### config.mk
export PLATFORM = sky130hd
export DESIGN_NAME = invertor_oscillator_bank
export DESIGN_NICKNAME = d
export VERILOG_FILES = /design/src/rtl/invertor_oscillator_bank.sv
export SDC_FILE = /design/constraint.sdc
export NUM_CORES = 1
export LEC_CHECK = 0
export ABC_CLOCK_PERIOD_IN_PS = 22400
export CORE_MARGIN = 2
export CORE_UTILIZATION = 45
export CTS_CLUSTER_DIAMETER = 200
export DETAILED_ROUTE_END_ITERATION = 16
export PLACE_DENSITY_LB_ADDON = 0.3
export SLEW_MARGIN = 25
export SYNTH_ARGS = -nofsm -noshare
export SYNTH_HDL_FRONTEND = slang
export SYNTH_SLANG_ARGS = --single-unit
### constraint.sdc
create_clock -name clk -period 22.4 [get_ports clk]
set_clock_uncertainty 0.1 [all_clocks]
set_input_delay 2.24 -clock clk [delete_from_list [all_inputs] [get_ports clk]]
set_output_delay 2.24 -clock clk [all_outputs]
set_load 0.03 [all_outputs]
### src/rtl/invertor_oscillator_bank.sv
// invertor_oscillator_bank
// Time-multiplexed bank of CHANNELS simplified CMOS invertor RC square-wave
// oscillators. One audio_clk_en strobe starts a scan that advances each
// channel once (one channel per clk), then a single MIX cycle publishes the
// saturated sum on audio_out with a one-cycle sample_valid pulse.
//
// Optional build macro: INVERTOR_OSC_TRANSFER_EN
//   When defined, each channel contributes a one-pole filtered value y that
//   chases the hard +/-AMPLITUDE target, approximating the finite edge slope
//   of the invertor transfer. When undefined, contributions are hard squares.
//   The per-channel logic level on `out` is identical in both builds.
//
// Handshake: audio_clk_en is a one-cycle strobe with no back-pressure. A
// strobe seen while busy (SCAN or MIX) is dropped and sets sticky overrun.
// sample_valid is a one-cycle pulse coincident with the new audio_out value.
module invertor_oscillator_bank #(
    parameter int CHANNELS     = 4,
    parameter int AMPLITUDE    = 8191,
    parameter int OUT_WIDTH    = 16,
    parameter int HP_WIDTH     = 24,
    parameter int SMOOTH_SHIFT = 2
) (
    input  logic                           clk,
    input  logic                           reset_n,
    input  logic                           audio_clk_en,
    input  logic [CHANNELS-1:0]            gate,
    input  logic [CHANNELS*HP_WIDTH-1:0]   half_period,
    output logic [CHANNELS-1:0]            out,
    output logic [OUT_WIDTH-1:0]           audio_out,
    output logic                           sample_valid,
    output logic                           busy,
    output logic                           overrun,
    output logic [1:0]                     dbg_state
);

    localparam int CW  = (CHANNELS > 1) ? $clog2(CHANNELS) : 1;
    localparam int SW  = OUT_WIDTH + $clog2(CHANNELS) + 1;
    localparam int HW1 = HP_WIDTH + 1;

    localparam logic [CW-1:0]          LAST_CH = CW'(CHANNELS - 1);
    localparam logic [HW1-1:0]         ONE_Q   = HW1'(32'h10000);
    localparam logic signed [SW-1:0]   SAT_MAX = SW'((64'sd1 <<< (OUT_WIDTH - 1)) - 64'sd1);
    localparam logic signed [SW-1:0]   SAT_MIN = SW'(-(64'sd1 <<< (OUT_WIDTH - 1)));

    typedef enum logic [1:0] {
        S_IDLE = 2'd0,
        S_SCAN = 2'd1,
        S_MIX  = 2'd2
    } state_t;

    state_t                  r_state;
    state_t                  w_state_next;
    logic [CW-1:0]           r_ch;
    logic [HP_WIDTH-1:0]     r_acc [CHANNELS];
    logic [CHANNELS-1:0]     r_level;
    logic signed [SW-1:0]    r_sum;
    logic [OUT_WIDTH-1:0]    r_audio_out;
    logic                    r_sample_valid;
    logic                    r_overrun;

    logic [HP_WIDTH-1:0]     w_hp_arr [CHANNELS];
    logic                    w_last;
    logic                    w_gate;
    logic [HP_WIDTH-1:0]     w_hp_raw;
    logic [HW1-1:0]          w_hp;
    logic [HW1-1:0]          w_a;
    logic [HW1-1:0]          w_a_sub;
    logic                    w_wrap;
    logic [HP_WIDTH-1:0]     w_acc_next;
    logic                    w_level_next;
    logic signed [SW-1:0]    w_contrib;
    logic signed [SW-1:0]    w_sum_next;
    logic [OUT_WIDTH-1:0]    w_sat;

    assign out          = r_level;
    assign audio_out    = r_audio_out;
    assign sample_valid = r_sample_valid;
    assign busy         = (r_state != S_IDLE);
    assign overrun      = r_overrun;
    assign dbg_state    = r_state;
    assign w_last       = (r_state == S_SCAN) && (r_ch == LAST_CH);

    // Unpack the flat half-period bus into one word per channel.
    always_comb begin
        for (int n = 0; n < CHANNELS; n++) begin
            w_hp_arr[n] = half_period[n*HP_WIDTH +: HP_WIDTH];
        end
    end

    // Next-state logic: one pass IDLE -> SCAN (CHANNELS cycles) -> MIX -> IDLE.
    always_comb begin
        w_state_next = r_state;
        case (r_state)
            S_IDLE:  if (audio_clk_en) w_state_next = S_SCAN;
            S_SCAN:  if (r_ch == LAST_CH) w_state_next = S_MIX;
            S_MIX:   w_state_next = S_IDLE;
            default: w_state_next = S_IDLE;
        endcase
    end

    // Oscillator step for the channel in the current slot; the half-period is
    // clamped to one sample so a channel toggles at most once per sample.
    always_comb begin
        w_gate     = gate[r_ch];
        w_hp_raw   = w_hp_arr[r_ch];
        w_hp       = ({1'b0, w_hp_raw} < ONE_Q) ? ONE_Q : {1'b0, w_hp_raw};
        w_a        = {1'b0, r_acc[r_ch]} + ONE_Q;
        w_wrap     = (w_a >= w_hp);
        w_a_sub    = w_a - w_hp;
        w_acc_next = '0;
        w_level_next = 1'b0;
        if (w_gate) begin
            w_acc_next   = w_wrap ? w_a_sub[HP_WIDTH-1:0] : w_a[HP_WIDTH-1:0];
            w_level_next = r_level[r_ch] ^ w_wrap;
        end
    end

`ifdef INVERTOR_OSC_TRANSFER_EN
    localparam int YW  = OUT_WIDTH + 1;
    localparam int YW1 = YW + 1;
    localparam logic signed [YW-1:0] AMP_Y = YW'(AMPLITUDE);

    logic signed [YW-1:0]  r_y [CHANNELS];
    logic signed [YW-1:0]  w_y_cur;
    logic signed [YW-1:0]  w_target;
    logic signed [YW1-1:0] w_diff;
    logic signed [YW1-1:0] w_step;
    logic signed [YW-1:0]  w_y_next;

    // One-pole smoothing of the channel toward its hard target; the filtered
    // value is what goes into the mix.
    always_comb begin
        w_y_cur  = r_y[r_ch];
        w_target = '0;
        if (w_gate) begin
            w_target = w_level_next ? AMP_Y : -AMP_Y;
        end
        w_diff    = YW1'(w_target) - YW1'(w_y_cur);
        w_step    = w_diff >>> SMOOTH_SHIFT;
        w_y_next  = w_y_cur + YW'(w_step);
        w_contrib = SW'(w_y_next);
    end

    // Filter state, one value per channel, written in its slot.
    always_ff @(posedge clk or negedge reset_n) begin
        if (!reset_n) begin
            for (int n = 0; n < CHANNELS; n++) begin
                r_y[n] <= '0;
            end
        end else if (r_state == S_SCAN) begin
            r_y[r_ch] <= w_y_next;
        end
    end
`else
    // Hard square contribution; a gated-off channel contributes nothing.
    always_comb begin
        w_contrib = '0;
        if (w_gate) begin
            w_contrib = w_level_next ? SW'(AMPLITUDE) : -SW'(AMPLITUDE);
        end
    end
`endif

    // Running sum including this slot, saturated to the signed output range.
    always_comb begin
        w_sum_next = r_sum + w_contrib;
        if (w_sum_next > SAT_MAX) begin
            w_sat = {1'b0, {(OUT_WIDTH-1){1'b1}}};
        end else if (w_sum_next < SAT_MIN) begin
            w_sat = {1'b1, {(OUT_WIDTH-1){1'b0}}};
        end else begin
            w_sat = w_sum_next[OUT_WIDTH-1:0];
        end
    end

    // Sequencer, slot counter, accumulation and published sample.
    always_ff @(posedge clk or negedge reset_n) begin
        if (!reset_n) begin
            r_state        <= S_IDLE;
            r_ch           <= '0;
            r_sum          <= '0;
            r_audio_out    <= '0;
            r_sample_valid <= 1'b0;
            r_overrun      <= 1'b0;
        end else begin
            r_state        <= w_state_next;
            r_sample_valid <= w_last;
            if (audio_clk_en && (r_state != S_IDLE)) begin
                r_overrun <= 1'b1;
            end
            if (r_state == S_SCAN) begin
                r_ch  <= w_last ? '0 : r_ch + CW'(1);
                r_sum <= w_sum_next;
            end else begin
                r_ch  <= '0;
                r_sum <= '0;
            end
            if (w_last) begin
                r_audio_out <= w_sat;
            end
        end
    end

    // Per-channel phase accumulator and logic level, written in its slot.
    always_ff @(posedge clk or negedge reset_n) begin
        if (!reset_n) begin
            for (int n = 0; n < CHANNELS; n++) begin
                r_acc[n] <= '0;
            end
            r_level <= '0;
        end else if (r_state == S_SCAN) begin
            r_acc[r_ch]   <= w_acc_next;
            r_level[r_ch] <= w_level_next;
        end
    end

endmodule

* Yosys cells after proc, flatten, opt, wreduce, memory -nomap -nowiden
Index checks and enable logic that the tools add are counted.
** Cells by class
- Equal/unequal tests :: 4
- Multiply operators :: 0
- Shift operators :: 0
- Multiplexer cells :: 30
- Bitwise logic cells :: 2
- Divide/modulo/power cells :: 0
- $lt $le $gt $ge :: 8
- Add/subtract/negate cells :: 4
- Reduce and logical (&&, ||, !) cells :: 7
** Operator list (count)
- $mux 24 :: 8
- $bmux 24 s2 :: 2
- $bwmux 96 :: 1
- $mux 19 :: 3
- $demux 24 s2 :: 1
- $mux 16 :: 2
- $add 24x17->25 const B :: 1
- $ge 25x24->1 :: 1
- $lt 24x17->1 const B :: 1
- $sub 24x24->24 :: 1
- $add 19x19->19 :: 1
- $gt 19x16->1 const B :: 1
- $lt 19x16->1 const B :: 1
- $mux 2 :: 4
- $bmux 1 s2 :: 2
- $bwmux 4 :: 1
- $logic_and 1x1->1 :: 4
- $mux 1 :: 4
- $pmux 2 s2 :: 1
- $ge 3x3->1 const B :: 1
- $lt 2x3->1 const B :: 1
- $lt 3x1->1 const B :: 1
- $not 2->3 :: 1
- $add 2x1->2 const B :: 1
- 10 further kinds :: 10
** Word-level totals
- Memory bits (writable) :: 0
- Memories :: 0
- Register bits :: 141
- Latch bits :: 0
- Bits in read-only memories :: 0
- Input bits :: 103

* Longest topological paths before layout
Gate-level depths: netlist of the first run.
- Depth after elaboration :: 15
- Mapped depth :: 29

* Worst setup path after synthesis of the first run
Ideal clock, no wire load.
- Path type :: input to register
- Start :: input port half_period[93]
- End :: register r_audio_out[4] (netlist: audio_out[4])
- Stages :: 25
- Arrival :: 7.948 ns
- Path slack :: 14.211 ns
- Path buffers :: 3
- Library setup time :: 0.141 ns
- Cell sequence :: mux4_2 nor4_1 nand2_1 clkbuf_1 nand2_1 ha_1 buf_2 a21o_1 a221o_1 a21oi_1 a21bo_2 a211oi_2 xnor2_1 nand2_1 inv_1 ha_1 a21o_1 or4_1 o221ai_1 a211oi_1 or3_1 a221o_1 buf_6 nand3b_1 a31oi_1
** On the way
- Cells in the longest elaborated chain, start to end :: 14
- Elaborated cells on any way between the ends :: 15
** RTL lines
- start: declaration :: RTL line 27 : input logic [CHANNELS*HP_WIDTH-1:0] half_period,
- $bmux 24 s2 * :: RTL line 105 : w_hp_raw = w_hp_arr[r_ch];
- $mux 24 (implied by the code) * (2 in series) :: RTL line 105
- $lt 24x17->1 :: RTL line 106 : w_hp = ({1'b0, w_hp_raw} < ONE_Q) ? ONE_Q : {1'b0, w_hp_raw};
- $mux 24 * :: RTL line 106
- $ge 25x24->1 * :: RTL line 108 : w_wrap = (w_a >= w_hp);
- $xor 1x1->1 * :: RTL line 114 : w_level_next = r_level[r_ch] ^ w_wrap;
- $mux 1 * :: RTL line 112 : if (w_gate) begin
- via w_level_next :: RTL line 70 : logic w_level_next;
- $mux 19 * :: RTL line 159 : w_contrib = w_level_next ? SW'(AMPLITUDE) : -SW'(AMPLITUDE);
- $mux 19 * :: RTL line 158 : if (w_gate) begin
- $add 19x19->19 * :: RTL line 166 : w_sum_next = r_sum + w_contrib;
- $lt 19x16->1 :: RTL line 169 : end else if (w_sum_next < SAT_MIN) begin
- $mux 16 :: RTL line 169
- $mux 16 * :: RTL line 167 : if (w_sum_next > SAT_MAX) begin
- end signal: assignment :: RTL line 199 : r_audio_out <= w_sat;
- end: declaration :: RTL line 57 : logic [OUT_WIDTH-1:0] r_audio_out;
Mark *: on every way through the listed nets, which the timed path passes. The rest lies on a longest branch. The select of a mux whose other input is x is not followed.
A chain may end at the register's enable or synchronous reset.

* Worst setup path in the final report of the first run
- Start :: input port half_period[71]
- End :: register r_audio_out[1] (netlist: audio_out[1])
The elaborated chain is that of the path after synthesis.

==> out/qor.txt, run 1 <==
======================================================================================
Routed wire per std cell ................................................      18.1 µm
DRC violation count after routing .......................................            0
Count of state elements after synthesis .................................          141
Number of warnings issued by yosys ......................................            0
Worst slew margin .......................................................        42.4%
Total via count after detailed routing ..................................         7925
Final critical-path required period .....................................      9.36 ns
Result of the run ....................................................... finished, final reports clean
Max-slew violation count ................................................            0
TritonCTS clock tree ....................................................         done
Critical path data arrival time .........................................      9.54 ns
Post-synth net total ....................................................         1141
Residual antenna-violating net count after detailed routing .............            0
Detailed route wirelength on metal3 .....................................      1.44 mm
Sequential cell fraction of total power .................................        21.4%
Ports ...................................................................          128
Count of buffers from port buffering ....................................          127
Mapped Avg Cell Area ....................................................     9.36 µm²
Vert. Die Dim ...........................................................       147 µm
TritonCTS buffer count ..................................................           17
Clk network pwr share ...................................................        15.5%
Power consumption .......................................................      1.86 mW
Topmost layer with routed signal wires ..................................         met4
Peak VDD IR .............................................................      92.4 µV
Setup Crit Path Kind .................................................... primary input to register
Most common library cell in the layout ignoring fill and taps ........... sky130_fd_sc_hd__nand2_1
Vias per std cell .......................................................         5.76
Total track usage .......................................................        23.5%
Die ar. .................................................................    21700 µm²
Power Density ...........................................................   164 nW/µm²
Total number of H-tree levels ...........................................            4
Sinks on the clock net ..................................................          141
Total Routed Length .....................................................      24.9 mm
Least-Margin Pin Slew ...................................................     0.864 ns
Setup Total Neg Slack ...................................................         0 ns
Cell Int Power ..........................................................       960 µW
DR iter-0 viols .........................................................          560
RSZ-0062 raised after global routing ....................................           no
Final critical-path share of the clock period ...........................        41.8%
Logic pwr share .........................................................        63.1%
Clock insertion delay at the later pin of the skew report ...............      0.43 ns
Data required time of the worst path ....................................     22.58 ns
Synth Cell Area .........................................................     9260 µm²
Number of buffers added for setup after CTS .............................            0
Main synth FF type ...................................................... sky130_fd_sc_hd__dfrtp_1
Cell variety after synth ................................................           64
FFs w/ async S/R, synth .................................................         100%
Placer Congestion .......................................................        0.892
Maximum Capacitance Violations ..........................................            0
Setup crit end kind .....................................................     register
Die outline width .......................................................       147 µm
Fin. Hold Viols .........................................................            0
Pin count of the biggest net entering global routing ....................           75
Standard cell core area .................................................    20200 µm²
Clock tree root driver cell ............................................. sky130_fd_sc_hd__clkbuf_16
Part of the Yosys area used for sequential elements .....................        38.1%
First-pass GRT wire length ..............................................      40.6 mm
Clock slew at the register clock pins of the worst setup and hold paths .      0.07 ns
Critical-path maximum fanout ............................................           16
Fillcell total ..........................................................         1787
Number of nets in the layout ............................................         1244
DP Wirelength ...........................................................      17.8 mm
Total length of routed met2 wires .......................................      12.3 mm
Count of hold buffers inserted by post-cts repair .......................            0
Met1 Routed Length ......................................................      10.7 mm
Category of the worst setup path launch point ........................... primary input
Number of buffers on the longest clock path .............................            2
Number of diodes added for antenna fixing ...............................            0
Post-synth EDFFs ........................................................            0
Switching pwr ...........................................................       901 µW
Fraction of layout cells with a size suffix above 1 .....................        9.68%
Signed area change from the synthesized netlist to the final layout .....        22.5%
Sw Ratio ................................................................        48.4%
Peak Freq ...............................................................      107 MHz
Rows ....................................................................           52
Count of mapped cells out of synthesis ..................................          989
Total of endpoints with negative setup slack in the final report ........            0
Number of resized instances in the post-cts repair step .................            0
Initial antenna violation count .........................................            0
Leading cell types in the layout, fill and taps excluded ................ 207 x sky130_fd_sc_hd__nand2_1, 139 x sky130_fd_sc_hd__dfrtp_1, 126 x sky130_fd_sc_hd__clkdlybuf4s50_1, 74 x sky130_fd_sc_hd__o21ai_0, 57 x sky130_fd_sc_hd__nor2_1
Length of the first detailed-routing pass in iterations .................            6
Initial cell density of the core ........................................        45.8%
Vias in the first global route ..........................................         8004
Leakage power figure ....................................................      5.06 nW
Final global-route overflow total .......................................            0
Type of the worst min-delay path ........................................ register to register
======================================================================================
[metal layers]
metal  vias to the layer above  GRT usage [%]
li1                       3784              -
met1                      3874           30.4
met2                       229           40.4
met3                        38           4.29
met4                         0           6.78
met5                         -              0
[cells by family (layout without fill, tap and decap cells)]
| group | count (synthesis) | after routing | share of synthesized area [%] |
|---|---|---|---|
| mux | 58 | 58 | 12.8 |
| xor+xnor | 34 | 34 | 3.22 |
| flops | 141 | 141 | 38.1 |
| buf+inv | 80 | 196 | 3.54 |
| fa+ha+maj | 49 | 49 | 6.78 |
| simple gates | 379 | 379 | 18.4 |
| compound gates | 248 | 248 | 17.1 |
[cells in the mapped netlist (21+ instances only)]
master	instances	area (µm²)
sky130_fd_sc_hd__o21ai_0	74	370
sky130_fd_sc_hd__nand2_1	207	777
sky130_fd_sc_hd__a21o_1	25	188
sky130_fd_sc_hd__nor2_1	57	214
sky130_fd_sc_hd__a31oi_1	21	131
sky130_fd_sc_hd__ha_1	47	588
sky130_fd_sc_hd__a21oi_1	47	235
sky130_fd_sc_hd__dfrtp_1	141	3530
sky130_fd_sc_hd__clkbuf_1	36	135
sky130_fd_sc_hd__mux4_2	48	1080
sky130_fd_sc_hd__o31ai_1	21	158
sky130_fd_sc_hd__inv_1	27	101
[area by class of cell]
class | instances | area [µm²] | share of cell area [%]
Sequential cell | 141 | 3530 | 31.2
Timing Repair Buffer | 137 | 1350 | 11.9
Inverter | 27 | 101 | 0.894
Multi-Input combinational cell | 768 | 5420 | 47.8
Clock inverter | 15 | 179 | 1.58
Tap cell | 270 | 338 | 2.98
Clock buffer | 17 | 425 | 3.75
[stage by stage]
step	instances	worst slack (ns)	instance area, µm²	util [%]	hold slack, ns
floorplan	989	14.21	9260	-	0.341
global placement	1343	12.84	10700	53.1	0.344
detailed placement	1343	12.63	10700	53.1	0.353
CTS	1375	13.02	11300	56.0	0.371
global route	1375	12.49	11300	56.0	0.386
finish	1375	13.04	11300	56.0	0.371
[flip-flops by register name, summed over array words and instances (netlist names)]
| register | count |
|---|---|
| sample_valid | 1 |
| overrun | 1 |
| r_acc | 96 |
| out | 4 |
| r_sum | 19 |
| r_ch | 2 |
| dbg_state | 2 |
| audio_out | 16 |
[worst paths after layout]
check / start / end / slack (ns) / depth (start not counted)
setup reg to reg: r_ch[0]$_DFF_PN0_ / audio_out[1]$_DFFE_PN0P_ / 14.45 / 23
hold reg to reg: overrun$_DFFE_PN0P_ / overrun$_DFFE_PN0P_ / 0.37 / 1
max in group asynchronous: reset_n / r_ch[0]$_DFF_PN0_ / 19.01 / 2
min in group asynchronous: reset_n / r_acc[80]$_DFFE_PN0P_ / 1.72 / 1
setup / recovery: half_period[71] / audio_out[1]$_DFFE_PN0P_ / 13.04 / 24
hold / removal: overrun$_DFFE_PN0P_ / overrun$_DFFE_PN0P_ / 0.37 / 1
[critical path, cell delays in order]
cell and delay, ns:
sky130_fd_sc_hd__clkdlybuf4s50_1 0.41, sky130_fd_sc_hd__mux4_2 0.49, sky130_fd_sc_hd__nor4_1 0.43, sky130_fd_sc_hd__nand2_1 0.44, sky130_fd_sc_hd__nand2_1 0.17, sky130_fd_sc_hd__ha_1 0.33
sky130_fd_sc_hd__a21o_1 0.21, sky130_fd_sc_hd__a221o_1 0.35, sky130_fd_sc_hd__a21oi_1 0.17, sky130_fd_sc_hd__a21bo_2 0.29, sky130_fd_sc_hd__a211oi_4 0.26, sky130_fd_sc_hd__xnor2_1 0.18
sky130_fd_sc_hd__nand2_1 0.21, sky130_fd_sc_hd__inv_1 0.41, sky130_fd_sc_hd__ha_1 0.36, sky130_fd_sc_hd__a21o_1 0.21, sky130_fd_sc_hd__or4_1 0.42, sky130_fd_sc_hd__o221ai_1 0.25
sky130_fd_sc_hd__a211oi_1 0.14, sky130_fd_sc_hd__or3_1 0.38, sky130_fd_sc_hd__nand4b_1 0.09, sky130_fd_sc_hd__nand4_1 0.57, sky130_fd_sc_hd__a21oi_1 0.42, sky130_fd_sc_hd__a311oi_1 0.09
[power by group through the flow]
stage               combinational [mW]  sequential, mW  clock, mW
floorplan                        0.862           0.403          0
CTS                               1.17           0.398      0.292
global route                      1.30           0.410      0.302
global placement                  1.15           0.399          0
detailed placement                1.16           0.402          0
finish                            1.17           0.398      0.289
Power figures use the tool's default switching activity.
==> inputs of run 2 (changes only) <==
--- a/config.mk
+++ b/config.mk
@@ -5,7 +5,7 @@
 export SDC_FILE = /design/constraint.sdc
 export NUM_CORES = 1
 export LEC_CHECK = 0
-export ABC_CLOCK_PERIOD_IN_PS = 22400
+export ABC_CLOCK_PERIOD_IN_PS = 7900
 export CORE_MARGIN = 2
 export CORE_UTILIZATION = 45
 export CTS_CLUSTER_DIAMETER = 200
==> constraint.sdc (replaced) <==
create_clock -name clk -period 7.9 [get_ports clk]
set_clock_uncertainty 0.1 [all_clocks]
set_input_delay 0.79 -clock clk [delete_from_list [all_inputs] [get_ports clk]]
set_output_delay 0.79 -clock clk [all_outputs]
set_load 0.03 [all_outputs]
==> run 2 against run 1 <==
Clock power grew to 2.6 times the previous value. First-iteration DRC count is 5.9% lower. Final cell count is 0.15% higher. Critical path depth is 1 lower. Register-to-register slack worse by 14 ns. Design area hardly changed. Critical endpoint is now audio_out[0]$_DFFE_PN0P_. Combinational power grew to 2.9 times the previous value. Highest routed layer unchanged.
==> out/qor.txt, run 2 (synthesis results as in run 1) <==
======================================================================================
Fin. Hold Viols .........................................................            0
Type of the worst min-delay path ........................................ primary input to async pin
Least-Margin Pin Slew ...................................................     0.910 ns
Count of hold buffers inserted by post-cts repair .......................            0
Crit path launch ........................................................ r_ch[0]$_DFF_PN0_
Routed wire per std cell ................................................      18.6 µm
Max-slew violation count ................................................            0
Flop-to-flop setup slack ................................................      0.51 ns
Met1 Usage GRT ..........................................................        30.9%
DRC violation count after routing .......................................            0
Critical-path maximum fanout ............................................           18
Setup Crit Path Kind .................................................... register to register
Vert. Die Dim ...........................................................       147 µm
Cell with the biggest individual delay on the critical path ............. sky130_fd_sc_hd__dfrtp_4
Data required time of the worst path ....................................      8.09 ns
First-pass GRT wire length ..............................................      41.6 mm
Worst slack on hold paths ...............................................     0.254 ns
Total of endpoints with negative setup slack in the final report ........            0
Count of buffers from port buffering ....................................          127
Critical path data arrival time .........................................      7.58 ns
Total Routed Length .....................................................      25.7 mm
DR iter-0 viols .........................................................          527
Final critical-path share of the clock period ...........................        93.5%
Final global-route overflow total .......................................            0
Most Frequent Cell on Critical Path ..................................... sky130_fd_sc_hd__nand2_1
Placer Congestion .......................................................        0.913
Result of the run ....................................................... finished, final reports clean
Worst slew margin .......................................................        39.3%
Slowest stage delay, CP .................................................      0.69 ns
Flip-flop count of the largest register, all copies and words added .....           96
Largest reg by FF count .................................................        r_acc
Final critical-path required period .....................................      7.39 ns
Maximum Capacitance Violations ..........................................            0
Vias in the first global route ..........................................         8272
Signed area change from the synthesized netlist to the final layout .....        22.4%
Global-route layer with the greatest usage ..............................         met2
Category of the worst setup path launch point ...........................     register
Total via count after detailed routing ..................................         8056
Die outline width .......................................................       147 µm
TritonCTS clock tree ....................................................         done
Pin count of the biggest net entering global routing ....................           73
Initial antenna violation count .........................................            0
Leakage power figure ....................................................      5.07 nW
Number of buffers added for setup after CTS .............................            0
RSZ-0062 raised after global routing ....................................           no
Standard cell core area .................................................    20200 µm²
Initial cell density of the core ........................................        45.8%
Total track usage .......................................................        24.2%
Multi-input combinational cell area .....................................     5420 µm²
Number of cell instances on the worst register-to-register path .........           23
Power Density ...........................................................   464 nW/µm²
Total number of H-tree levels ...........................................            4
Reg-to-reg endpoint ..................................................... audio_out[0]$_DFFE_PN0P_
Most common library cell in the layout ignoring fill and taps ........... sky130_fd_sc_hd__nand2_1
Ports ...................................................................          128
Fraction of layout cells with a size suffix above 1 .....................        10.0%
DP Wirelength ...........................................................      18.0 mm
Post-placement cell area ................................................    10800 µm²
Setup Total Neg Slack ...................................................         0 ns
Clock insertion delay at the later pin of the skew report ...............      0.43 ns
Setup crit end kind .....................................................     register
Die ar. .................................................................    21700 µm²
Post-route cell area ....................................................    11300 µm²
Sinks on the clock net ..................................................          141
Peak VDD IR .............................................................       256 µV
Length of the first detailed-routing pass in iterations .................            5
Power consumption .......................................................      5.26 mW
TritonCTS buffer count ..................................................           17
Met2 usage ..............................................................        41.5%
Number of buffers on the longest clock path .............................            2
Final Util ..............................................................        56.0%
Startpoint of the lowest-slack register-to-register path ................ r_ch[0]$_DFF_PN0_
Clock tree root driver cell ............................................. sky130_fd_sc_hd__clkbuf_16
Number of diodes added for antenna fixing ...............................            0
Vias per std cell .......................................................         5.85
Leading cell types in the layout, fill and taps excluded ................ 207 x sky130_fd_sc_hd__nand2_1, 139 x sky130_fd_sc_hd__dfrtp_1, 126 x sky130_fd_sc_hd__clkdlybuf4s50_1, 74 x sky130_fd_sc_hd__o21ai_0, 57 x sky130_fd_sc_hd__nor2_1
Grt met3 use ............................................................        4.32%
Rows ....................................................................           52
Storage cell area .......................................................     3530 µm²
Fillcell total ..........................................................         1834
List of cells traversed by the critical path ............................ mux4_2, nor4_1, nand2_1, buf_4, nand2_1, ha_1, a21o_1, a221o_1, a21oi_1, a21bo_2, a211oi_4, xnor2_1, nand2_1, inv_1, ha_1, a21o_1, or4_1, o221ai_1, a211oi_1, or3_1, a221o_2, a21oi_1, a311oi_1
Number of nets in the layout ............................................         1247
Clock slew at the register clock pins of the worst setup and hold paths .      0.06 ns
Residual antenna-violating net count after detailed routing .............            0
Peak Freq ...............................................................      135 MHz
CP endpoint ............................................................. audio_out[0]$_DFFE_PN0P_
======================================================================================
run 2: what timing repair did:
| action | 4_1_cts | 5_1_grt |
|---|---|---|
| resized for setup | 0 | 2 |
| hold endpoints to repair | 0 | 0 |
| endpoints found under the setup margin | 0 | 14 |
run 2: final cells by class:
class,instances,area share [%]
clock inverters,14,1.20
repair buffers,140,12.2
inverters,27,0.894
clock buffers,17,3.75
well taps,270,2.98
multi-input cells,768,47.8
flip-flops and latches,141,31.2
run 2: metrics by stage:
step                      instances  worst slack [ns]
final                          1377             0.515
after global routing           1377            0.0670
after CTS                      1377             0.484
after detailed placement       1346             0.123
after global placement         1346             0.205
after floorplan                 989             0.566
run 2: worst min path at each step:
stage | startpoint | end | slack [ns] | cells after the start
final | reset_n | r_acc[80]$_DFFE_PN0P_ | 0.25 | 1
after global routing | reset_n | r_acc[80]$_DFFE_PN0P_ | 0.31 | 1
after CTS | reset_n | r_acc[80]$_DFFE_PN0P_ | 0.29 | 1
after detailed placement | overrun$_DFFE_PN0P_ | overrun$_DFFE_PN0P_ | 0.35 | 1
after global placement | overrun$_DFFE_PN0P_ | overrun$_DFFE_PN0P_ | 0.34 | 1
after floorplan | r_acc[13]$_DFFE_PN0P_ | r_acc[13]$_DFFE_PN0P_ | 0.34 | 2
run 2: per-layer routing:
metal	vias up	share of wire, %
li1	3807	-
met1	3953	43
met2	247	49
met3	49	5.8
met4	0	2.5
met5	-	0
run 2: where the power goes:
| part | leakage, nW | total [mW] | internal (mW) | switching [mW] |
|---|---|---|---|---|
| clock network | 0.272 | 0.765 | 0.436 | 0.329 |
| registers | 1.84 | 1.13 | 0.964 | 0.169 |
| logic | 2.96 | 3.36 | 1.31 | 2.05 |
run 2: critical path: cells and delay by family (launching register included):
kind            cells  cell delay, ns
mux                 1            0.59
compound gates     11            2.72
buf+inv             2            0.57
simple gates        6            1.73
xor+xnor            1            0.18
fa+ha+maj           2            0.66
flops               1            0.69
